[config.mk]
export PLATFORM = sky130hd
export DESIGN_NAME = bcd_display_scanner_flat
export DESIGN_NICKNAME = d
export VERILOG_FILES = /design/src/rtl/bcd_display_scanner_if.sv /design/src/rtl/bcd_display_scanner.sv /design/src/flat_wrapper.sv
export SDC_FILE = /design/constraint.sdc
export NUM_CORES = 1
export LEC_CHECK = 0
export BUFFER_PORTS_ARGS = -buffer_cell sky130_fd_sc_hd__clkbuf_2
export CORE_ASPECT_RATIO = 0.5
export CORE_MARGIN = 2
export CORE_UTILIZATION = 50
export DETAILED_ROUTE_END_ITERATION = 6
export PLACE_DENSITY = 0.77
export SETUP_SLACK_MARGIN = 0.3
export SLEW_MARGIN = 30
export SYNTH_ARGS = -nofsm -noshare
export SYNTH_HDL_FRONTEND = slang
export SYNTH_SLANG_ARGS = --single-unit
[constraint.sdc]
create_clock -name clk -period 2.7 [get_ports clk]
set_input_delay 0.405 -clock clk [delete_from_list [all_inputs] [get_ports clk]]
set_output_delay 0.405 -clock clk [all_outputs]
set_load 0.01 [all_outputs]
[src/rtl/bcd_display_scanner_if.sv]
`default_nettype none
// ============================================================================
// Module   : bcd_display_scanner_if
// Purpose  : Bus between the BCD counter bank and the multiplexed display.
// Revision : 1.0
// ============================================================================
interface bcd_display_scanner_if #(
   parameter int DIGITS = 4
);
   logic [4*DIGITS-1:0] bcd_in;
   logic                load;
   logic                blank_lz;
   logic [6:0]          seg;
   logic [DIGITS-1:0]   an;
   logic                err;

   modport master (
      output bcd_in, load, blank_lz,
      input  seg, an, err
   );

   modport slave (
      input  bcd_in, load, blank_lz,
      output seg, an, err
   );
endinterface
`default_nettype wire

[src/rtl/bcd_display_scanner.sv]
`default_nettype none
// ============================================================================
// Module   : bcd_display_scanner
// Purpose  : Holds a packed BCD word and scans it onto a shared 7-segment bus.
// Revision : 1.0
// ============================================================================
module bcd_display_scanner #(
   parameter int DIGITS   = 4,
   parameter int SCAN_DIV = 4
) (
   input  logic                   clk,
   input  logic                   reset,
   bcd_display_scanner_if.slave   bus
);

   localparam int IW = (DIGITS   > 1) ? $clog2(DIGITS)   : 1;
   localparam int DW = (SCAN_DIV > 1) ? $clog2(SCAN_DIV) : 1;

   localparam logic [IW-1:0]     c_idx_max = IW'(DIGITS - 1);
   localparam logic [DW-1:0]     c_div_max = DW'(SCAN_DIV - 1);
   localparam logic [DIGITS-1:0] c_an_one  = DIGITS'(1);

   logic [4*DIGITS-1:0] r_held;
   logic [DW-1:0]       r_div;
   logic [IW-1:0]       r_idx;
   logic [6:0]          r_seg;
   logic [DIGITS-1:0]   r_an;
   logic                r_err;

   logic [3:0]          w_nib;
   logic [DIGITS-1:0]   w_zero_from;
   logic                w_run;
   logic                w_blank;
   logic [6:0]          w_seg;
   logic                w_bad;
   logic                w_adv;

   assign w_adv = (r_div == c_div_max);
   assign w_nib = r_held[{r_idx, 2'b00} +: 4];

   // w_zero_from[i]: nibble i and every nibble above it are zero
   always_comb begin
      w_run       = 1'b1;
      w_zero_from = '0;
      for (int i = DIGITS - 1; i >= 0; i--) begin
         w_run          = w_run & (r_held[4*i +: 4] == 4'd0);
         w_zero_from[i] = w_run;
      end
   end

   assign w_blank = bus.blank_lz && (r_idx != '0) && w_zero_from[r_idx];

   always_comb begin
      w_seg = 7'h40;
      case (w_nib)
         4'd0:    w_seg = 7'h3F;
         4'd1:    w_seg = 7'h06;
         4'd2:    w_seg = 7'h5B;
         4'd3:    w_seg = 7'h4F;
         4'd4:    w_seg = 7'h66;
         4'd5:    w_seg = 7'h6D;
         4'd6:    w_seg = 7'h7D;
         4'd7:    w_seg = 7'h07;
         4'd8:    w_seg = 7'h7F;
         4'd9:    w_seg = 7'h6F;
         default: w_seg = 7'h40;
      endcase
      if (w_blank) begin
         w_seg = 7'h00;
      end
   end

   always_comb begin
      w_bad = 1'b0;
      for (int i = 0; i < DIGITS; i++) begin
         w_bad = w_bad | (bus.bcd_in[4*i +: 4] > 4'd9);
      end
   end

   // seg and an come from the same register stage so they always switch together
   always_ff @(posedge clk or negedge reset) begin
      if (!reset) begin
         r_held <= '0;
         r_div  <= '0;
         r_idx  <= '0;
         r_seg  <= '0;
         r_an   <= '0;
         r_err  <= 1'b0;
      end else begin
         if (bus.load) begin
            r_held <= bus.bcd_in;
            r_err  <= w_bad;
         end
         if (w_adv) begin
            r_div <= '0;
            r_idx <= (r_idx == c_idx_max) ? '0 : r_idx + 1'b1;
         end else begin
            r_div <= r_div + 1'b1;
         end
         r_seg <= w_seg;
         r_an  <= c_an_one << r_idx;
      end
   end

   assign bus.seg = r_seg;
   assign bus.an  = r_an;
   assign bus.err = r_err;

endmodule
`default_nettype wire
[src/flat_wrapper.sv]
// flat-port wrapper written by rule: the top's interface ports become plain ports
module bcd_display_scanner_flat 
#(
   parameter int DIGITS   = 4,
   parameter int SCAN_DIV = 4
)
  (clk, reset, bus_bcd_in, bus_load, bus_blank_lz, bus_seg, bus_an, bus_err);
  bcd_display_scanner_if #(.DIGITS(DIGITS)) bus_i ();
  input  logic clk;
  input  logic reset;
  input wire logic [$bits(bus_i.bcd_in)-1:0] bus_bcd_in;
  input wire logic [$bits(bus_i.load)-1:0] bus_load;
  input wire logic [$bits(bus_i.blank_lz)-1:0] bus_blank_lz;
  output wire logic [$bits(bus_i.seg)-1:0] bus_seg;
  output wire logic [$bits(bus_i.an)-1:0] bus_an;
  output wire logic [$bits(bus_i.err)-1:0] bus_err;
  assign bus_i.bcd_in = bus_bcd_in;
  assign bus_i.load = bus_load;
  assign bus_i.blank_lz = bus_blank_lz;
  assign bus_seg = bus_i.seg;
  assign bus_an = bus_i.an;
  assign bus_err = bus_i.err;
  bcd_display_scanner #(.DIGITS(DIGITS), .SCAN_DIV(SCAN_DIV)) u_core (.clk(clk), .reset(reset), .bus(bus_i));
endmodule
==> impl_results.md, run 1 <==
* Crit end category: flop
* Max frequency at about 0.48 GHz
* Filler cell count at about 200
* Resized cells post-CTS at 0
* Sequential fraction of the synthesis area at a little over half
* Max-slew violation total from the final report at 0
* Number of setup buffers added after CTS at 0
* Total standard cell area after synthesis at 0.001504 sq mm
* XOR/XNOR Fraction of Synth Area at 0%
* Simple-Gate Fraction of Synth Area at around 8%
* Destination of the critical timing path: u_core.bus.seg[5]
* # rows at 13
* Total Negative Setup Slacks at 0 ns
* First-pass GRT wire length at around 4800 um
* Synthesis warning total at 0
* Chip Width at just over 80 um
* Crit-path slowest cell: mux4_1
* Cell variety after synth at 28
* Most frequently used flop master after synthesis: dfrtp_1
* Antenna diodes at 0
* Count of flip-flops with a built-in enable after synthesis at 0
* Global-route total usage across every layer at around a fifth
* Synth Net Count at around 150
* Number of top-level pins at 32
* Largest net degree at the start of global routing at 33
* Reg-to-reg startpoint: u_core.r_idx[0]
* Weighted congestion reported at the end of routability-driven placement at a little over 0.8
* Number of register bits inferred by synthesis at 32
* Transition time of the tightest slew-check pin at about 0.76 ns
* Nets at 181
* CTS tree: yes
* Relative slew slack at 49.56%
* Avg Synthesized Cell Area at between 10 and 15 sq um
* MaxCap Viol Count at 0
* Minimum period implied by the final worst setup slack at 2.102 ns
* Root Buffer: clkbuf_8
* Period Utilization, post-route at between 70% and 80%
* Gate count after technology mapping at around 120
* Largest stage delay on the critical path at between 0.7 and 0.8 ns
* Final WL at about 2700 um
* FF-to-FF setup slack at between 0.5 and 0.6 ns
* Post-DP Area at around 0.0017 sq mm
* Via count of the first global-routing pass at 990
* Leak pwr at 0.8284 nW
* Power density cells at around 600 mW/mm^2
* Reg-to-reg endpoint: u_core.bus.seg[5]
* Setup repair after global routing missed its margin: no
* Worst setup slack before clock tree synthesis at just under 0.6 ns
* Maximum vdd drop at approximately 0.36 mV
* Dpl hpwl at around 2000 um
* CP cell instances: mux4_1 > inv_1 > ha_1 > nor2_1 > a211o_1 > a21oi_1
* Detailed Route Iter0 Violations at between 40 and 50
* Startpoint type of the worst setup path: flop
* Worst EP arrival at 2.31 ns
* Layout cell share with drive strength beyond 1 at between 30% and 40%
* Clock skew after layout at ~0.0042 ns
* Clock Latency Late Sink at roughly 0.28 ns
* Total core area at 0.002716 sq mm
* Port buffer count at 31
* Total power draw at around 1.1 mW
* Hold Path Class: input pin to asynchronous set/reset pin
* Placed cell count at about 180
* DRC errors left at 0
* Post-Layout Cell Count at roughly 190
* Result of the run: finished, final reports clean
* Final Cell Area at between 0.0015 and 0.002 sq mm
* Vias/cell at 5.280
* Dominant cell type by area after synthesis: dfrtp_1
* Height of the chip at around 43 um
* Synth Area in Compound Gates at 6.739%
* Commonest cells in the netlist: dfrtp_1, mux2_2, nor2_1
* Largest fanout of any net on the critical path at 7
* Path depth of the worst reg2reg path at 6
* Antenna violations before repair at 0
* Pre-Repair DR Iteration Count at 4
* Biggest area contributors in the synthesized netlist: dfrtp_1, mux2_2, ha_1, mux4_1, nor2_1
* Number of hold-repair buffers added at the cts stage at 0
* Classification of the worst setup path: flop to flop
* Hold violation count in the final report at 0
* Arithmetic-cell share of the synthesized area counting full adders, half adders and majority gates at 8.319%
* H-Tree Level Count at 2
* DRT antenna net count at 0
* Reg clk slew, reported paths at about 0.060 ns
* Sum of overflow across all layers after global routing at 0
* Die area at ~0.0035 sq mm
* Share of flip-flops with an asynchronous set or reset at 100.0%
* Main combinational cell family by area after synthesis: multiplexers
* Worst-case setup margin in the final layout at 0.5978 ns
* Detailed-route wire length per cell at about 14 um
* Area delta synth->final at 17.89%
* Data required time of the critical path at 2.91 ns
* Number of sinks handled by clock tree synthesis at 32
* Share of cell area taken by muxes after synthesis at about a fifth
* Most repeated cell in the gate-level netlist after synthesis: dfrtp_1
* Initial standard-cell utilization of the core at a little under three fifths
* Yosys top cell area share at between 50% and 60%
* Vias at between 900 and 1,000
* Number of buffers between clock root and the deepest sink at 2
* Final setup violation count at 0
* Clock buffers created by TritonCTS at 5
* Launching instance or port of the critical path: u_core.r_idx[0]
[logic make-up after synthesis]
group	count (synthesis)
AOI/OAI and AO/OA	17
adders and majority gates	10
buffers and inverters	10
DFF	32
muxes	22
and+or+nand+nor	25
[layout by cell type, fill, tap and decap left out, types with 2 or more instances in the layout]
cell type / Yosys / final
nor4_1: 4 / 4
ha_1: 10 / 10
mux2_2: 16 / 16
nand2_1: 3 / 3
dfrtp_1: 32 / 32
mux2i_1: 2 / 2
clkbuf_8: 0 / 6
o21ai_0: 7 / 7
clkbuf_1: 1 / 2
mux4_1: 2 / 2
clkbuf_2: 0 / 31
a21oi_1: 5 / 5
nor2_1: 11 / 11
inv_1: 6 / 6
[worst min-delay path by stage]
stage	to	depth (start not counted)	slack [ns]
after global placement	u_core.r_div[0]	1	0.41
after global routing	u_core.r_idx[0]	1	0.26
final	u_core.r_held[15]	1	0.18
after detailed placement	u_core.r_div[0]	1	0.42
after floorplan	u_core.bus.an[0]	0	0.11
after CTS	u_core.r_held[2]	1	0.21
[where the power goes]
| group | switching (mW) | internal, mW |
|---|---|---|
| registers | 0.0256 | 0.522 |
| logic | 0.0772 | 0.0761 |
| clock network | 0.160 | 0.207 |
| total | 0.263 | 0.806 |
[final cells by class]
type / count / area, sq um / area share (%)
Sequential cell: 32 / 800.8 / 45.17
Multi-Input combinational cell: 74 / 650.6 / 36.70
Timing Repair Buffer: 32 / 162.7 / 9.174
Clock buffer: 8 / 90.09 / 5.081
Tap cell: 37 / 46.29 / 2.611
Inverter: 6 / 22.52 / 1.270
[routing by layer]
| metal | global-route usage [%] | wire, um | share of wire (%) |
|---|---|---|---|
| met5 | 0 | 0 | 0 |
| met4 | 8.136 | 47 | 1.7 |
| met2 | 29.34 | 1200 | 44 |
| met3 | 6.809 | 185 | 6.8 |
| met1 | 24.62 | 1290 | 47 |
[worst max-delay path, delay by kind of cell (launching register included)]
| family | cells | cell delay, ns |
|---|---|---|
| mux | 1 | 0.74 |
| simple gates | 1 | 0.05 |
| flops | 1 | 0.52 |
| buf+inv | 1 | 0.15 |
| compound gates | 2 | 0.39 |
| fa+ha+maj | 1 | 0.17 |
[flip-flops by register name (all words and copies together) (netlist names)]
register	flops
u_core.r_held	16
u_core.bus.seg	7
u_core.bus.an	4
u_core.r_div	2
u_core.r_idx	2
u_core.bus.err	1
[stage by stage]
step | hold slack (ns) | util [%]
floorplan | 0.1094 | -
global placement | 0.4141 | 61.95
detailed placement | 0.4196 | 61.95
CTS | 0.2126 | 65.27
global route | 0.2629 | 65.27
finish | 0.1806 | 65.27
Power figures use the tool's default switching activity.
==> run 2, diff against run 1 <==
Settings changed: CORE_UTILIZATION 50 to 48.
Clock period 2.7 ns to 1.87 ns, I/O delays scaled along.
==> run 2 against run 1 <==
  * Via count up 5.0%
  * Largest cell class unchanged
  * Utilization decreased by 3.9 points
  * Hold slack worse by 0.11 ns
  * Design area is 3.7% higher
  * Combinational power up 65%
  * Global-route usage shrank 1.4 points
==> impl_results.md, run 2 (synthesized netlist as in run 1, its figures left out) <==
* Result of the run: finished, final reports clean
* Clock buffers created by TritonCTS at 5
* Largest stage delay on the critical path at around 0.60 ns
* Routed wl met3 at about 190 um
* First-pass GRT wire length at about 4800 um
* Routed wire length on met2 at roughly 1400 um
* Post-DP Area at 0.001712 sq mm
* Total core area at 0.002995 sq mm
* Port buffer count at 31
* Global-route total usage across every layer at 17.73%
* Chip Width at roughly 83 um
* Layout cell share with drive strength beyond 1 at a little under half
* Height of the chip at roughly 44 um
* Setup repair after global routing missed its margin: yes
* Largest net degree at the start of global routing at 33
* Placed cell count at around 190
* Total Negative Setup Slacks at 0 ns
* Final Cell Area at roughly 0.0018 sq mm
* Clock skew after layout at between 0.003 and 0.004 ns
* M1 WL at about 1400 um
* Vias at roughly 1,000
* Minimum period implied by the final worst setup slack at between 1.5 and 2 ns
* Die area at approximately 0.0036 sq mm
* H-Tree Level Count at 2
* Power density cells at ~830 mW/mm^2
* Hold Path Class: input pin to asynchronous set/reset pin
* Reg clk slew, reported paths at roughly 0.06 ns
* Worst EP arrival at 1.98 ns
* Worst-case setup margin in the final layout at just under 0.1 ns
* Data required time of the critical path at 2.08 ns
* Largest fanout of any net on the critical path at 5
* # rows at 14
* CTS tree: yes
* Buffers & Inverters on Critical Path at 1
* Hold violation count in the final report at 0
* Filler cell count at around 250
* Via count of the first global-routing pass at slightly above 1,000
* DRT antenna net count at 0
* Top metal layer carrying routed signals: met4
* Vias/cell at 5.347
* Register name with the most flops: u_core.r_held
* Number of hold-repair buffers added at the cts stage at 0
* Final core utilization at roughly three fifths
* Max frequency at approximately 0.56 GHz
* Pre-Repair DR Iteration Count at 4
* Detailed-route wire length per cell at between 15 and 20 um
* Number of top-level pins at 32
* Period Utilization, post-route at between 90% and 100%
* Classification of the worst setup path: flop to flop
* Nets at between 150 and 200
* Initial standard-cell utilization of the core at 50.21%
* Relative slew slack at a little under 50%
* Worst setup slack before clock tree synthesis at around 0.015 ns
* Antenna diodes at 0
* MaxCap Viol Count at 0
* Transition time of the tightest slew-check pin at a little under 0.8 ns
* Antenna violations before repair at 0
* Leading cell types in the layout, fill and taps excluded: clkbuf_2, dfrtp_1, mux2_2
* Weighted congestion reported at the end of routability-driven placement at 0.7935
* Sum of overflow across all layers after global routing at 0
* Final WL at around 3000 um
* Post-Layout Cell Count at 196
* Clock Latency Late Sink at roughly 0.28 ns
* Crit end category: flop
* Cell class contributing the biggest share of worst-path delay: multiplexers
* Number of buffers between clock root and the deepest sink at 2
* CP cell instances: mux4_2 > inv_2 > ha_4 > nor2_2 > a211o_1 > a21oi_1
* Startpoint type of the worst setup path: flop
* Root Buffer: clkbuf_8
* Register area at between 800 and 900 sq um
* Area delta synth->final at 22.21%
* Dpl hpwl at 2142 um
* Max-slew violation total from the final report at 0
* DRC errors left at 0
* Max FFs per register at 16
* Number of sinks handled by clock tree synthesis at 32
* Maximum vdd drop at roughly 0.43 mV
* Crit-path slowest cell: mux4_2
* Area of the multi-input gates at between 600 and 700 sq um
* Final setup violation count at 0
* Detailed Route Iter0 Violations at 40
* Leak pwr at about 0.84 nW
## run 2: cell types whose count changed in the layout (fill, tap and decap cells not counted), sizes merged
| cell | change |
|---|---|
| buf | +5 |
| clkbuf | -2 |
| clkinv | +1 |
## run 2: per-layer routing
layer | GRT usage, % | vias to the layer above
met5 | 0 | -
met4 | 9.508 | 0
met3 | 6.476 | 9
met2 | 27.10 | 33
met1 | 22.71 | 519
li1 | - | 487
## run 2: area by class of cell
class                      instances  area share (%)
clock inverter                     1          0.2723
timing repair buffer              37           11.10
inverter                           6           1.361
clock buffer                       6           3.948
sequential                        32           43.64
multi-input combinational         74           36.96
tap                               40           2.723
## run 2: power breakdown
group	internal (mW)	switching, mW
sequential	0.754	0.0411
combinational	0.126	0.126
clock	0.252	0.232
total	1.13	0.400
## run 2: per-stage QoR
step,hold slack (ns),power [mW]
global placement,0.3812,1.028
finish,0.06817,1.531
global route,0.1355,1.607
detailed placement,0.3898,1.040
floorplan,-0.01509,0.9444
CTS,0.08521,1.532
## run 2: worst paths after layout
kind,from,to,slack (ns),cells after the start
setup / recovery,u_core.r_idx[0],u_core.bus.seg[5],0.1,6
hold / removal,reset,u_core.r_held[10],0.07,1
setup reg to reg,u_core.r_idx[0],u_core.bus.seg[5],0.1,6
hold reg to reg,u_core.r_div[0],u_core.r_div[0],0.42,1
max in group asynchronous,reset,u_core.r_idx[0],1.27,1
min in group clk,bus_bcd_in[12],u_core.r_held[12],0.23,2
## run 2: what timing repair did
item / CTS / global route
cloned: 0 / 0
pin swaps: 2 / 4
resized for setup: 2 / 5
setup buffers: 3 / 0
endpoints found under the setup margin: 7 / 7
==> run 3, diff against run 2 <==
--- a/config.mk
+++ b/config.mk
@@ -12,5 +12,4 @@
 export DETAILED_ROUTE_END_ITERATION = 6
 export PLACE_DENSITY = 0.77
-export SETUP_SLACK_MARGIN = 0.3
 export SLEW_MARGIN = 30
 export SYNTH_ARGS = -nofsm -noshare
==> constraint.sdc (replaced) <==
create_clock -name clk -period 1.87 [get_ports clk]
set_input_delay 0.2805 -clock clk [delete_from_list [all_inputs] [get_ports clk]]
set_output_delay 0.2805 -clock clk [all_outputs]
set_load 0.02 [all_outputs]
==> run 3 against run 2 <==
  * Cell count shrank 1.0%
  * Clock skew grew 0.0015 ns
  * Largest power group unchanged
  * Clock-buffer cell count is the same
  * Register-to-register slack gained 0.02 ns
  * Routed wire length shrank 7.1%
  * Maximum frequency grew 0.88%
  * First-iteration DRC count shrank 5.0%
  * Clock power grew 4%
  * Global-route usage grew 0.41 points
  * Die area is the same
  * Worst setup slack gained 0.015 ns
==> impl_results.md, run 3 (synthesized netlist as in run 1, its figures left out) <==
* Register name with the most flops: u_core.r_held
* Minimum period implied by the final worst setup slack at 1.756 ns
* Filler cell count at 250
* Leading cell types in the layout, fill and taps excluded: clkbuf_2, dfrtp_1, mux2_2
* Data required time of the critical path at between 2 and 2.5 ns
* Power density cells at just under 900 mW/mm^2
* Clock skew after layout at 0.005095 ns
* Final setup violation count at 0
* Setup repair after global routing missed its margin: no
* Relative slew slack at about 48%
* Crit-path slowest cell: mux4_2
* Number of buffers between clock root and the deepest sink at 2
* Root Buffer: clkbuf_8
* Detailed Route Iter0 Violations at 38
* Pre-Repair DR Iteration Count at 3
* CTS tree: yes
* Number of setup buffers added after CTS at 0
* Clock buffers created by TritonCTS at 5
* Final core utilization at 59.44%
* Weighted congestion reported at the end of routability-driven placement at 0.7669
* Sum of overflow across all layers after global routing at 0
* Reg clk slew, reported paths at about 0.06 ns
* Area delta synth->final at 18.39%
* Period Utilization, post-route at between 90% and 100%
* Dpl hpwl at 2053 um
* Antenna violations before repair at 0
* MaxCap Viol Count at 0
* Global-route track usage on met3 at about 7.2%
* Height of the chip at around 44 um
* H-Tree Level Count at 2
* Vias/cell at between 5 and 6
* Die area at 0.003624 sq mm
* Number of hold-repair buffers added at the cts stage at 0
* Max FFs per register at 16
* Largest stage delay on the critical path at 0.54 ns
* Transition time of the tightest slew-check pin at a little under 0.8 ns
* Nets at between 150 and 200
* Register area at 802.0 sq um
* Maximum vdd drop at around 0.55 mV
* Grt met2 use at approximately 28%
* FF-to-FF setup slack at around 0.11 ns
* Detailed-route wire length per cell at roughly 14 um
* Antenna diodes at 0
* DRC errors left at 0
* Classification of the worst setup path: flop to flop
* Layout cell share with drive strength beyond 1 at 40.91%
* Number of top-level pins at 32
* Total core area at 0.002995 sq mm
* Worst EP arrival at 1.97 ns
* Number of sinks handled by clock tree synthesis at 32
* Port buffer count at 31
* Leak pwr at 0.8314 nW
* Final WL at 2779 um
* Worst setup slack before clock tree synthesis at approximately 0.033 ns
* Initial standard-cell utilization of the core at between 50% and 60%
* Hold violation count in the final report at 0
* Chip Width at 83.16 um
* Max frequency at between 0.5 and 0.6 GHz
* Hold Path Class: input pin to asynchronous set/reset pin
* Worst-case setup margin in the final layout at approximately 0.11 ns
* Via count of the first global-routing pass at around 1,000
* Vias at 983
* Startpoint type of the worst setup path: flop
* Largest fanout of any net on the critical path at 4
* First-pass GRT wire length at 4836 um
* Total power draw at 1.539 mW
* CP cell instances: mux4_2 > inv_1 > ha_1 > nor2_1 > a211o_1 > a21oi_1
* Clock Latency Late Sink at slightly below 0.3 ns
* Largest net degree at the start of global routing at 33
* Global-route total usage across every layer at between 10% and 20%
* # rows at 14
* Routing layer with the top usage in global route: met2
* Crit end category: flop
* Max-slew violation total from the final report at 0
* Routing usage on met1 at a little under a quarter
* DRT antenna net count at 0
* Result of the run: finished, final reports clean
* Total Negative Setup Slacks at 0 ns
* Area of the multi-input gates at ~640 sq um
-- run 3: report_power, final --
part / total (mW) / switching, mW / internal, mW
sequential: 0.790 / 0.0365 / 0.753
combinational: 0.247 / 0.134 / 0.113
clock: 0.502 / 0.249 / 0.252
-- run 3: area by class of cell --
cell class | count | area share, %
inverters | 6 | 1.265
repair buffers | 35 | 10.40
flip-flops and latches | 32 | 45.05
clock inverters | 1 | 0.2811
clock buffers | 6 | 4.076
well taps | 40 | 2.811
multi-input cells | 74 | 36.12
-- run 3: layer usage --
layer	routed length, um	up-vias	part of all wire [%]
met2	1191	26	43
met1	1354	464	49
met4	68	0	2.4
met3	164	8	5.9
li1	-	485	-
met5	0	-	0
-- run 3: worst paths after layout --
kind	start	end	cells after the start
max	u_core.r_idx[0]	u_core.bus.seg[5]	6
min	reset	u_core.r_held[10]	1
max reg2reg	u_core.r_idx[0]	u_core.bus.seg[5]	6
min reg2reg	u_core.r_div[0]	u_core.r_div[0]	1
max in group asynchronous	reset	u_core.r_idx[0]	1
min in group clk	bus_bcd_in[0]	u_core.r_held[0]	2
-- run 3: stage by stage --
step,hold slack (ns),std cells,cell area (sq um)
global route,0.1217,194,1780
detailed placement,0.3936,187,1705
global placement,0.3800,187,1705
finish,0.05839,194,1780
floorplan,-0.01509,116,1500
CTS,0.07880,194,1783
-- run 3: what timing repair did --
action                                  in CTS  in global routing
endpoints found under the setup margin       0                  4
gates resized for setup                      0                  2
endpoints found under the hold margin        0                  0
-- run 3: critical path: cells and delay by family, from the launching register on --
kind	cells	cell delay [ns]
buf+inv	1	0.13
simple gates	1	0.05
compound gates	2	0.38
flops	1	0.40
fa+ha+maj	1	0.18
mux	1	0.54
